File: src/rtl/medikit_pkg.sv
// Shared encodings for the medicine-kit blocks: pill colours, dose FSM states and count width.
package medikit_pkg;

   typedef enum logic [1:0] {
      COL_RED    = 2'd0,
      COL_GREEN  = 2'd1,
      COL_YELLOW = 2'd2,
      COL_NONE   = 2'd3
   } color_e;

   typedef enum logic [1:0] {
      IDLE  = 2'd0,
      ALERT = 2'd1,
      CLEAR = 2'd2
   } state_e;

   localparam int CNT_W   = 4;
   localparam int NUM_COL = 3;

   function automatic logic [CNT_W-1:0] sat_inc(input logic [CNT_W-1:0] v);
      return (v == {CNT_W{1'b1}}) ? v : v + 1'b1;
   endfunction

endpackage

File: src/rtl/rr_arbiter3.sv
// Three-request round-robin arbiter; the pointer moves past a colour only once its grant is taken.
module rr_arbiter3
   import medikit_pkg::*;
(
   input  logic       clk,
   input  logic       srst,
   input  logic [2:0] req_i,
   input  logic       grant_take_i,
   output logic       grant_valid_o,
   output logic [1:0] grant_idx_o
);

   logic [1:0] ptr_q, ptr_d;
   logic [1:0] cand0, cand1, cand2;

   function automatic logic [1:0] next_col(input logic [1:0] c);
      return (c == 2'd2) ? 2'd0 : c + 2'd1;
   endfunction

   assign cand0 = ptr_q;
   assign cand1 = next_col(cand0);
   assign cand2 = next_col(cand1);

   always_comb begin
      grant_valid_o = 1'b0;
      grant_idx_o   = COL_NONE;
      if (req_i[cand0]) begin
         grant_valid_o = 1'b1;
         grant_idx_o   = cand0;
      end else if (req_i[cand1]) begin
         grant_valid_o = 1'b1;
         grant_idx_o   = cand1;
      end else if (req_i[cand2]) begin
         grant_valid_o = 1'b1;
         grant_idx_o   = cand2;
      end
   end

   always_comb begin
      ptr_d = ptr_q;
      if (grant_take_i && grant_valid_o) begin
         ptr_d = next_col(grant_idx_o);
      end
   end

   always_ff @(posedge clk) begin
      if (srst) begin
         ptr_q <= COL_RED;
      end else begin
         ptr_q <= ptr_d;
      end
   end

endmodule

File: src/rtl/dose_scheduler.sv
// Per-colour dose timing: prescaled tick, interval countdowns, pending flags and a shared
// alert/confirm FSM with saturating taken/missed counters.
module dose_scheduler
   import medikit_pkg::*;
#(
   parameter int TICK_DIV = 50_000_000,
   parameter int TIMEOUT  = 30
)
(
   input  logic        clkin,
   input  logic        rst,
   input  logic        enable,
   input  logic        cfg_we,
   input  logic [1:0]  cfg_sel,
   input  logic [7:0]  cfg_interval,
   input  logic        ack,
   output logic        alert,
   output logic [1:0]  alert_color,
   output logic [2:0]  pending,
   output logic [11:0] taken_cnt,
   output logic [11:0] missed_cnt,
   output logic [1:0]  state_out
);

   localparam int PW = $clog2(TICK_DIV);
   localparam int TW = (TIMEOUT > 1) ? $clog2(TIMEOUT + 1) : 1;
   localparam logic [PW-1:0] PRESC_MAX = PW'(TICK_DIV - 1);
   localparam logic [TW-1:0] TO_LIM    = TW'(TIMEOUT);

   logic [PW-1:0] presc_q, presc_d;
   logic          tick;

   state_e        state_q, state_d;
   logic [1:0]    color_q, color_d;
   logic [TW-1:0] to_q, to_d;
   logic [11:0]   taken_q, taken_d, missed_q, missed_d;
   logic [2:0]    pend_bits;
   logic          grant_take, grant_valid;
   logic [1:0]    grant_idx;

   assign tick = enable && (presc_q == PRESC_MAX);

   always_comb begin
      presc_d = presc_q + 1'b1;
      if (!enable || tick) begin
         presc_d = '0;
      end
   end

   // Configuration outranks both the disable reload and a coincident tick.
   for (genvar gi = 0; gi < NUM_COL; gi++) begin : g_chan
      logic [7:0] interval_q, interval_d, countdown_q, countdown_d;
      logic       pending_q, pending_d, cfg_hit, expire;

      assign cfg_hit = cfg_we && (cfg_sel == 2'(gi));

      always_comb begin
         interval_d  = interval_q;
         countdown_d = countdown_q;
         expire      = 1'b0;
         if (cfg_hit) begin
            interval_d  = cfg_interval;
            countdown_d = cfg_interval;
         end else if (!enable) begin
            countdown_d = interval_q;
         end else if (tick && interval_q != 8'd0) begin
            if (countdown_q <= 8'd1) begin
               countdown_d = interval_q;
               expire      = 1'b1;
            end else begin
               countdown_d = countdown_q - 8'd1;
            end
         end
      end

      always_comb begin
         pending_d = pending_q;
         if (!enable) begin
            pending_d = 1'b0;
         end else if (expire) begin
            pending_d = 1'b1;
         end else if (state_q == CLEAR && color_q == 2'(gi)) begin
            pending_d = 1'b0;
         end
      end

      always_ff @(posedge clkin) begin
         if (rst) begin
            interval_q  <= '0;
            countdown_q <= '0;
            pending_q   <= 1'b0;
         end else begin
            interval_q  <= interval_d;
            countdown_q <= countdown_d;
            pending_q   <= pending_d;
         end
      end

      assign pend_bits[gi] = pending_q;
   end

   rr_arbiter3 u_arb (
      .clk           (clkin),
      .srst          (rst),
      .req_i         (pend_bits),
      .grant_take_i  (grant_take),
      .grant_valid_o (grant_valid),
      .grant_idx_o   (grant_idx)
   );

   always_comb begin
      state_d    = state_q;
      color_d    = color_q;
      to_d       = to_q;
      taken_d    = taken_q;
      missed_d   = missed_q;
      grant_take = 1'b0;
      if (!enable) begin
         state_d  = IDLE;
         color_d  = COL_NONE;
         to_d     = '0;
         taken_d  = '0;
         missed_d = '0;
      end else begin
         case (state_q)
            IDLE: begin
               if (grant_valid) begin
                  color_d    = grant_idx;
                  to_d       = '0;
                  state_d    = ALERT;
                  grant_take = 1'b1;
               end
            end
            ALERT: begin
               // A confirmation in the timeout cycle still counts as taken.
               if (ack) begin
                  state_d = CLEAR;
                  for (int k = 0; k < NUM_COL; k++) begin
                     if (color_q == 2'(k)) begin
                        taken_d[k*CNT_W +: CNT_W] = sat_inc(taken_q[k*CNT_W +: CNT_W]);
                     end
                  end
               end else if (to_q == TO_LIM) begin
                  state_d = CLEAR;
                  for (int k = 0; k < NUM_COL; k++) begin
                     if (color_q == 2'(k)) begin
                        missed_d[k*CNT_W +: CNT_W] = sat_inc(missed_q[k*CNT_W +: CNT_W]);
                     end
                  end
               end else if (tick) begin
                  to_d = to_q + 1'b1;
               end
            end
            CLEAR: begin
               color_d = COL_NONE;
               state_d = IDLE;
            end
            default: begin
               color_d = COL_NONE;
               state_d = IDLE;
            end
         endcase
      end
   end

   always_ff @(posedge clkin) begin
      if (rst) begin
         presc_q  <= '0;
         state_q  <= IDLE;
         color_q  <= COL_NONE;
         to_q     <= '0;
         taken_q  <= '0;
         missed_q <= '0;
      end else begin
         presc_q  <= presc_d;
         state_q  <= state_d;
         color_q  <= color_d;
         to_q     <= to_d;
         taken_q  <= taken_d;
         missed_q <= missed_d;
      end
   end

   assign alert       = (state_q == ALERT);
   assign alert_color = color_q;
   assign pending     = pend_bits;
   assign taken_cnt   = taken_q;
   assign missed_cnt  = missed_q;
   assign state_out   = state_q;

endmodule

File: config.mk
export PLATFORM = sky130hd
export DESIGN_NAME = dose_scheduler
export DESIGN_NICKNAME = d
export VERILOG_FILES = /design/src/rtl/medikit_pkg.sv /design/src/rtl/rr_arbiter3.sv /design/src/rtl/dose_scheduler.sv
export SDC_FILE = /design/constraint.sdc
export NUM_CORES = 1
export LEC_CHECK = 0
export ABC_AREA = 1
export ABC_CLOCK_PERIOD_IN_PS = 2400
export BUFFER_PORTS_ARGS = -buffer_cell sky130_fd_sc_hd__buf_2
export CAP_MARGIN = 30
export CORE_ASPECT_RATIO = 0.8
export CORE_MARGIN = 4
export CORE_UTILIZATION = 45
export CTS_CLUSTER_DIAMETER = 30
export DETAILED_ROUTE_END_ITERATION = 8
export GPL_TIMING_DRIVEN = 0
export SLEW_MARGIN = 10
export SYNTH_ARGS = -nofsm -noshare
export SYNTH_HDL_FRONTEND = slang
export SYNTH_SLANG_ARGS = --single-unit
File: constraint.sdc
create_clock -name clkin -period 2.4 [get_ports clkin]
set_clock_uncertainty 0.15 [all_clocks]
set_input_delay 0.24 -clock clkin [delete_from_list [all_inputs] [get_ports clkin]]
set_output_delay 0.24 -clock clkin [all_outputs]
set_load 0.02 [all_outputs]
## Word-level counts from Yosys, hierarchy flattened

Index checks and enable logic that the tools add are counted.

| cells by class | value |
|---|---|
| add/subtract/negate cells | 14 |
| magnitude comparators | 6 |
| equal/unequal tests | 25 |
| muxes and demuxes | 59 |
| bitwise logic cells | 9 |
| reduce and logical (&&, ||, !) cells | 34 |

Operators with widths:

| kind | count |
|---|---|
| 2-to-1 mux 8 bit | 12 |
| 2-to-1 mux 1 bit | 27 |
| adder 26 x 1 -> 26 bit (second input constant) | 1 |
| == test 26 bit (second input constant) | 1 |
| adder 4 x 1 -> 4 bit (second input constant) | 6 |
| == test 4 bit (second input constant) | 6 |
| less-or-equal comparator 8 x 1 -> 1 bit (second input constant) | 3 |
| nonzero test 8 bit | 3 |
| subtractor 8 x 1 -> 8 bit (second input constant) | 3 |
| 2-to-1 mux 2 bit | 10 |
| 2-to-1 mux 5 bit | 4 |
| AND reduction 5 bit | 4 |
| == test 2 bit (second input constant) | 6 |
| AND reduction 4 bit | 3 |
| logical AND 1 bit | 11 |
| case mux 5 bit (2 select lines) | 1 |
| less-than comparator 2 x 3 -> 1 bit (second input constant) | 3 |
| inequality test 3 x 1 -> 1 bit (second input constant) | 3 |
| inverter 1 bit | 9 |
| case mux 2 bit (2 select lines) | 2 |
| nonzero test 2 bit | 4 |
| adder 2 x 1 -> 2 bit (second input constant) | 3 |
| binary-select mux 1 bit (select 2 bit) | 3 |
| == test 2 x 1 -> 1 bit (second input constant) | 3 |
| 10 further kinds | 16 |

| storage, ports and cells | value |
|---|---|
| register bits | 112 |
| input port bits | 15 |
| logic and storage cells | 167 |

## Logic depth before layout (Yosys ltp)

Gate-level depths: netlist (run 1).

| depth | value |
|---|---|
| depth after elaboration | 13 |
| mapped depth | 13 |
| depth with buffers taken out | 13 |

## Hierarchy

Synthesis (run 1) repeated with hierarchy kept, for this count alone.

| unflattened totals | value |
|---|---|
| cells, all modules | 1016 |
| area total of the unflattened synthesis | 6424.9 um^2 |

By module, submodules not included:

| module | times used | cells an instance | area an instance (um^2) | sequential area each (um^2) |
|---|---|---|---|---|
| dose_scheduler | 1 | 969 | 6142.1 | 2202.1 |
| rr_arbiter3 | 1 | 47 | 282.8 | 40.0 |

## Worst setup path after synthesis (run 1)

No wires, ideal clock.

| path | value |
|---|---|
| kind | register to register |
| start | reg presc_q[0] |
| end | reg g_chan[2].countdown_q[0] |
| library setup time | 113 ps |
| data arrival time | 1491 ps |
| slack | 646 ps |
| cell stages (with the launch flop) | 11 |
| period minus slack after synthesis | 1754 ps |
| cell sequence | dfxtp_1 -> ha_1 -> nand3_2 -> nor2_4 -> nand3_2 -> nor2_8 -> nand3_4 -> nand2_8 -> inv_6 -> nor2_2 -> nor2_1 |

| on the way | value |
|---|---|
| cells in the longest elaborated chain, start to end | 4 |

Ends and longest elaborated chain:

| item | RTL line | RTL |
|---|---|---|
| start: declaration | dose_scheduler.sv:30 | `logic [PW-1:0] presc_q, presc_d;` |
| start signal: assignment | dose_scheduler.sv:175 | `presc_q <= presc_d;` |
| == test 26 bit | dose_scheduler.sv:41 | `assign tick = enable && (presc_q == PRESC_MAX);` |
| logical AND 1 bit | dose_scheduler.sv:41 |  |
| logical AND 1 bit | dose_scheduler.sv:66 | `end else if (tick && interval_q != 8'd0) begin` |
| inequality test 3 x 1 -> 1 bit (no source line) | n/a |  |
| end signal: assignment | dose_scheduler.sv:94 | `countdown_q <= countdown_d;` |
| end: declaration | dose_scheduler.sv:52 | `logic [7:0] interval_q, interval_d, countdown_q, countdown_d;` |

Every way passes these cells.
A chain may end at the register's enable or synchronous reset.

## Worst setup path in the final report (run 1)

| path | value |
|---|---|
| start | reg g_chan[2].countdown_q[0] |
| end | reg g_chan[2].countdown_q[7] |

| on the way | value |
|---|---|
| cells in the longest elaborated chain, start to end | 5 |
| elaborated cells between the ends (all ways) | 6 |

Ends and longest elaborated chain:

| item | RTL line | RTL |
|---|---|---|
| subtractor 8 x 1 -> 8 bit / less-or-equal comparator 8 x 1 -> 1 bit (equally long branches) | dose_scheduler.sv:71, dose_scheduler.sv:67 |  |
| 2-to-1 mux 8 bit (*) | dose_scheduler.sv:67 | `if (countdown_q <= 8'd1) begin` |
| 2-to-1 mux 8 bit (*) | dose_scheduler.sv:66 |  |
| 2-to-1 mux 8 bit (*) | dose_scheduler.sv:64 | `end else if (!enable) begin` |
| 2-to-1 mux 8 bit (*) | dose_scheduler.sv:61 | `if (cfg_hit) begin` |

Mark *: on every way between the ends. The rest lies on a longest branch, timed or not. The select of a mux whose other input is x is not followed.

==> results of run 1 <==
[cell type report]
type                            count  area share, %
Buffer                             15           1.08
Clock inverter                      7           1.35
Inverter                          103           5.55
Timing Repair Buffer               45           3.19
Tap cell                          180           3.19
Clock buffer                        9           3.19
Sequential cell                   112           31.8
Multi-Input combinational cell    697           50.7
[critical path: stages, from the launching register on]
cell and delay [ns]:
dfxtp_1 0.40, inv_1 0.06, ha_1 0.25, o21ai_1 0.16
nor2_1 0.10, nor2_1 0.44, nand3_1 0.16, nand2_1 0.08
nand2_1 0.06, nand2_2 0.06, a21oi_2 0.04
[where the power goes]
| part | internal (uW) | switching (uW) |
|---|---|---|
| Clock | 918 | 710 |
| Sequential | 1920 | 54.2 |
| Combinational | 274 | 490 |
| Total | 3110 | 1250 |
[how the worst max path moves through the flow]
| stage | from | to | slack [ns] | cells past startpoint |
|---|---|---|---|---|
| after detailed placement | g_chan[2].countdown_q[0] | g_chan[2].countdown_q[7] | 0.32 | 10 |
| after global placement | g_chan[2].countdown_q[0] | g_chan[2].countdown_q[7] | 0.33 | 10 |
| after global routing | g_chan[2].countdown_q[0] | g_chan[2].countdown_q[5] | 0.04 | 10 |
| after floorplan | presc_q[0] | g_chan[2].countdown_q[0] | 0.65 | 10 |
| final | g_chan[2].countdown_q[0] | g_chan[2].countdown_q[7] | 0.30 | 10 |
| after CTS | g_chan[2].countdown_q[0] | g_chan[2].countdown_q[7] | 0.30 | 10 |
[placed cells by master, fill, tap and decap left out, types with 10 or more instances in the layout]
| master | n |
|---|---|
| a21oi_1 | 67 |
| a21oi_2 | 17 |
| nand2_1 | 231 |
| nor2_2 | 10 |
| nand3_1 | 79 |
| dfxtp_1 | 112 |
| nand2_2 | 20 |
| inv_2 | 21 |
| o21ai_0 | 24 |
| buf_2 | 46 |
| inv_1 | 81 |
| nand4_1 | 18 |
| o21ai_1 | 17 |
| ha_1 | 15 |
| nor2_1 | 114 |
| nor3_1 | 17 |
[metal layers]
metal	global-route usage (%)	share of wire, %	vias to the layer above
met4	3.68	1.0	0
li1	-	-	3133
met2	28.5	41	88
met3	3.77	3.6	14
met5	0	0	-
met1	30.2	55	2588
[stage by stage]
step	instances	power, uW
finish	1168	4360
global route	1168	4620
floorplan	927	2610
global placement	1152	2770
detailed placement	1152	2770
CTS	1168	4410
[state kept, by name, summed over array words and instances (netlist names)]
signal / cells
g_chan.pending_q: 3
g_chan.countdown_q: 24
to_q: 5
missed_cnt: 12
g_chan.interval_q: 24
taken_cnt: 12
u_arb.cand0: 2
presc_q: 26
alert_color: 2
state_out: 2
[kinds of logic after synthesis]
kind of cell,after synthesis
xor gates and xnor gates,12
and+or+nand+nor,534
buffers and inverters,118
adders and majority gates,15
AOI/OAI and AO/OA,136
DFF,112
==> impl.org, run 1 <==
** Timing
- Hold Fails Final Rpt :: 0
- Actual slew at the worst max-slew pin :: 0.719 ns
- Across all hold checks on the routed design, the worst slack comes to 0.0499 ns.
- After routing, the total negative slack on setup checks comes to 0 ns.
- The worst path uses 87.4% of the clock period.
- The routed design could run at a clock period as short as 2.10 ns.
- In this run the tightest slew margin relative to its limit is 52.1%.
- Maximum operating frequency :: 477 MHz
- Setup repair after global routing left no endpoint under its margin.
- Setup slack on the critical path of the routed design comes to 0.303 ns.
- Setup violations remaining at the end of the flow were counted as 0.
- Pins over their slew limit :: 0

** Clocking
- Clock tree synthesis found a total of 112 sinks.
- TritonCTS buffer count :: 9
- TritonCTS built the clock tree.
- Clock insertion delay at the later pin of the skew report :: 0.35 ns
- Resized Gates After CTS :: 0
- Buffers from clock root to sink, at most :: 2
- In this run, post-CTS hold repair placed 0 buffers.
- Postcts setup bufs :: 0
- CTS placed an instance of clkbuf_16 at the clock tree root.
- Clock-pin slew on the worst setup and hold paths :: 0.07 ns
- H-tree level count :: 3

** Floorplanning
- The die is 114 um tall.
- Total Die Area :: 15900 um^2
- I/O Pins :: 47
- The die is 140 um wide.
- The initial utilization of the core area, before any placement, comes to 46.2%.
- Number of standard-cell rows in the floorplan :: 38
- Placeable Area :: 13600 um^2

** Synth
- Fraction of synthesized cell area in xor and xnor cells :: 1.67%
- Summing the areas of all compound-gate instances in the mapped netlist gives 12.2% of the synthesized area.
- Count leader, synth :: nand2_1
- Mapped Cells :: 927
- After synthesis, the share of flip-flops with an asynchronous set or reset is 0%.
- After synthesis, the largest area contributor takes up 35.7% of total cell area.
- Fraction of the yosys area taken by sequential cells :: 35.7%
- By count the netlist is led by nand2_1 (231), nor2_1 (114), dfxtp_1 (112).
- In this run the cell area of the synthesized design comes to 6290 um^2.
- After synthesis, the largest family of logic cells by area is simple AND/OR/NAND/NOR gates.
- Number of enable-type register cells in the synthesized netlist :: 0
- Syn_nets :: 957
- By area the synthesized netlist is led by dfxtp_1 (36%), nand2_1 (14%), nor2_1 (6.8%), nand3_1 (6.3%), a21oi_1 (5.3%).
- In this run, synthesis produced a sequential element count of 112.
- Mux cell area share after synthesis :: 0%
- Post-synthesis adder-cell area fraction :: 2.99%
- Number of distinct library cells after synthesis :: 41
- The synthesized netlist devotes 40.0% of its cell area to simple gates.
- For this run, the number of Yosys warnings is 0.
- Mean post-synth cell area :: 6.78 um^2
- Summed over all instances, the cell type with the most area after synthesis is dfxtp_1.
- Most common flop cell mapped by yosys :: dfxtp_1

** Layout
- Nets@finish :: 1013
- Final Core Density :: 51.9%
- Area of the multi-input gates :: 3580 um^2
- Fill cells :: 1421
- Sequential cell area :: 2240 um^2
- Number of antenna repair diodes :: 0
- Area growth from synthesis to layout :: 12.3%
- Fraction of final layout cells with drive strength greater than 1 :: 16.4%
- Summing all non-filler instances in the final layout gives an area of 7060 um^2.

** Critical path
- The worst register-to-register path begins at g_chan[2].countdown_q[0].
- The worst setup path is captured at a flop.
- Startpoint class of the critical path :: flop
- Crit path max fanout :: 8
- Slack of the worst reg-to-reg path :: 0.30 ns
- RR Endpoint :: g_chan[2].countdown_q[7]
- Data on the critical path is required at its endpoint by 2.46 ns.
- Data on the critical path arrives at its endpoint at 2.16 ns.
- Path depth of the worst reg2reg path :: 10
- The critical path is of the reg -> reg type.

** Min path
- The worst hold path terminates at g_chan[1].interval_q[1].
- The worst hold path was traced through 3 stages.
- Min-delay src :: cfg_interval[1]
- In this run the worst hold path is classified as in -> reg.

** GRT
- In the global route stage, overall resource usage came out at 19.6%.
- Via count of the first global-routing pass :: 5355
- The initial antenna violation count is 0.
- Entering global routing, the biggest net connects 19 pins.
- Total grt overflow :: 0
- The first global-routing pass estimated 26100 um of wire.

** Pwr
- Peak supply drop :: 0.325 mV
- In this run the power density over the cells is 618 nW/um^2.
- Leakage Power :: 0.00289 uW

** Detailed routing
- Final routed wirelength across all metal layers :: 14900 um
- Detailed Routing Iterations Pass 1 :: 4
- Total DRC errors in the routed layout :: 0
- Post-DRT Antenna Nets :: 0
- Iteration-0 DRC Markers :: 320
- The routed layout has 5823 vias.
- Vias per std cell :: 4.99
- Average wire per standard cell :: 12.8 um

** Placed design
- Count of input and output buffers :: 45
- Summing all placed instances gives a cell area of 6740 um^2.
- The HPWL after detailed placement is 11500 um.
- Global placer's final weighted congestion :: 0.832
- Pre-CTS worst setup slack :: 0.322 ns

** Job
- The tool flagged a number of max-cap violations equal to 0.

** Run status
- The flow ran to the end, and the final reports show no timing, DRC or antenna violations.
Power figures use the tool's default switching activity.
==> run 2: changes to the inputs <==
- RECOVER_POWER: not set -> 25
==> impl.org, run 2 (synthesis results as in run 1) <==
** Floorplanning
- The floorplan row count was 38 (unchanged).
- I/O Pins :: 47 (unchanged)
- Total Die Area :: 15900 um^2 (unchanged)
- The die outline width came to 140 um (unchanged).
- The starting utilization of the core area was 46.2% (unchanged).
- The placeable core region is 13600 um^2 (unchanged).
- The floorplan die height is 114 um (unchanged).

** Placed design
- Count of input and output buffers :: 45 (unchanged)
- The placed instance count was 1152 (unchanged).
- The placer congestion estimate came to 0.832 (unchanged).
- HPWL after detailed placement :: 11500 um (unchanged)

** Critical path
- Data required time at the worst endpoint :: 2.46 ns (about the same)
- The worst setup path is captured at a flop.
- CP arrival :: 2.16 ns (about the same)
- The maximum fanout along the worst path is 8 (unchanged).
- STA classifies the critical path startpoint as a flop.
- The critical path in this run is classified as reg -> reg.

** Detailed routing
- The initial DRC count is 358 (+12%).
- The remaining antenna violation count after routing came to 0 (unchanged).
- Total DRC errors in the routed layout :: 0 (unchanged)
- Detailed Routing Iterations Pass 1 :: 5 (+1)
- The mean number of vias per cell was 4.98 (about the same).
- The mean routed wirelength per cell came to 12.8 um (+0.20%).
- Vias post-DR :: 5819 (-0.069%)
- Final routed wirelength across all metal layers :: 14900 um (+0.20%)

** GRT
- Total grt overflow :: 0 (unchanged)
- The global-route wire length before repair was 26100 um (unchanged).
- GR peak layer :: met1
- Number of antenna violations at the first check in global routing :: 0 (unchanged)
- The pin count of the biggest net entering global routing came to 19 (unchanged).
- The via count of the first global-routing pass came to 5355 (unchanged).
- Met1 track demand over resource :: 30.2% (unchanged)
- Met2 demand-to-capacity share in global routing :: 28.5% (unchanged)
- The all-layer global routing usage was 19.6% (unchanged).
- GR Util met3 :: 3.77% (unchanged)

** Layout
- The share of layout cells above drive strength 1 was 14.9% (-1.5 points).
- In the final layout, the registers with the most flip-flops are presc_q x26, g_chan.countdown_q x24, g_chan.interval_q x24.
- Filler-free cell count of the finished design :: 1168 (unchanged)
- Compared with the post-synthesis result, the final layout area differs by 12.0%.
- Commonest cells after routing, fill and taps aside :: nand2_1 (231), nor2_1 (114), dfxtp_1 (112)
- Max FFs per register :: 26 (unchanged)
- Most frequent standard cell in the layout excluding fill and tap cells :: nand2_1
- The antenna diode count came to 0 (unchanged).
- Nets@finish :: 1013 (unchanged)
- Largest register by flop count :: presc_q

** Clocking
- The number of sinks on the clock net came to 112 (unchanged).
- TritonCTS built the clock tree.
- The maximum count of clock buffers along a single path came to 2 (unchanged).
- H-tree level count :: 3 (unchanged)
- TritonCTS buffer count :: 9 (unchanged)
- The post-cts repair resize count was 0 (unchanged).
- Root Buffer :: clkbuf_16
- The insertion delay to the later sink of the worst-skew pair was 0.35 ns (about the same).
- The clock-pin slew reported for the worst setup and hold paths after clock tree synthesis was 0.07 ns (about the same).
- The number of buffers inserted by hold repair at cts was 0 (unchanged).
- The buffers inserted during post-CTS setup optimization was 0 (unchanged).

** Pwr
- The worst IR drop on VDD was 0.324 mV (-0.47%).
- Total power divided by cell area :: 620 nW/um^2 (+0.22%)
- The leakage power total is 0.00283 uW (-2.0%).

** Timing
- Final min period :: 2.10 ns (+0.00353 ns)
- Headroom to the max-slew limit :: 52.2% (+0.18 points)
- Final setup viols :: 0 (unchanged)
- The max-slew violation count was 0 (unchanged).
- Setup repair after global routing left no endpoint under its margin.
- The share of the clock period used by the worst path came to 87.5% (+0.15 points).
- Maximum operating frequency :: 476 MHz (-0.17%)
- The transition time at the pin with the least slew margin was 0.716 ns (-0.00264 ns).
- The total negative slack is 0 ns (unchanged).
- Hold Fails Final Rpt :: 0 (unchanged)

** Min path
- The path class of the tightest hold or removal check is in -> reg.

** Run status
- The run finished with clean final reports.

** Job
- The reported max-cap violation count was 0 (unchanged).
run 2: changes by cell type in the layout (fill, tap and decap cells not counted):
cell      before  now
inv_2         21   20
clkbuf_1       5   22
clkinv_1       0    1
buf_1          4    1
buf_2         46   32
run 2: path summary, 6_finish.rpt:
kind	from	endpoint	slack [ns]	cells past startpoint
worst max-delay path	g_chan[2].countdown_q[0]	g_chan[2].countdown_q[7]	0.30	10
worst max register to register	g_chan[2].countdown_q[0]	g_chan[2].countdown_q[7]	0.30	10
worst min-delay path	cfg_interval[1]	g_chan[1].interval_q[1]	0.05	3
worst min register to register	presc_q[0]	presc_q[0]	0.31	1
run 2: through the flow:
| stage | area, um^2 | total power, uW | setup WS [ns] | util [%] | hold slack [ns] |
|---|---|---|---|---|---|
| after global placement | 6740 | 2770 | 0.325 | 49.5 | 0.296 |
| after detailed placement | 6740 | 2770 | 0.322 | 49.5 | 0.301 |
| after global routing | 7040 | 4620 | 0.0435 | 51.8 | 0.0549 |
| after CTS | 7060 | 4410 | 0.296 | 51.9 | 0.0462 |
| final | 7040 | 4360 | 0.299 | 51.8 | 0.0525 |
| after floorplan | 6290 | 2610 | 0.646 | - | 0.249 |
run 2: layout make-up:
cell class	instances	area [um^2]
Buffer	15	75.1
Multi-Input combinational cell	697	3580
Fill cell	1430	6560
Clock buffer	9	225
Sequential cell	112	2240
Inverter	103	392
Tap cell	180	225
Timing Repair Buffer	45	209
Clock inverter	7	95.1
run 2: where the power goes:
group | switching [uW] | internal, uW | total (uW)
Combinational | 486 | 273 | 759
Sequential | 54.6 | 1920 | 1970
Clock | 712 | 918 | 1630
run 2: per-layer routing:
| metal | share of wire, % | routed length [um] |
|---|---|---|
| met3 | 3.5 | 523 |
| met1 | 55 | 8190 |
| met4 | 0.99 | 148 |
| met5 | 0 | 0 |
| met2 | 41 | 6080 |
run 2: worst max-delay path, cell delays in order, from the launching register on:
cell	delay (ns)
dfxtp_1	0.40
inv_1	0.06
ha_1	0.25
o21ai_1	0.16
nor2_1	0.10
nor2_1	0.45
nand3_1	0.16
nand2_1	0.09
nand2_1	0.06
nand2_2	0.06
a21oi_2	0.04
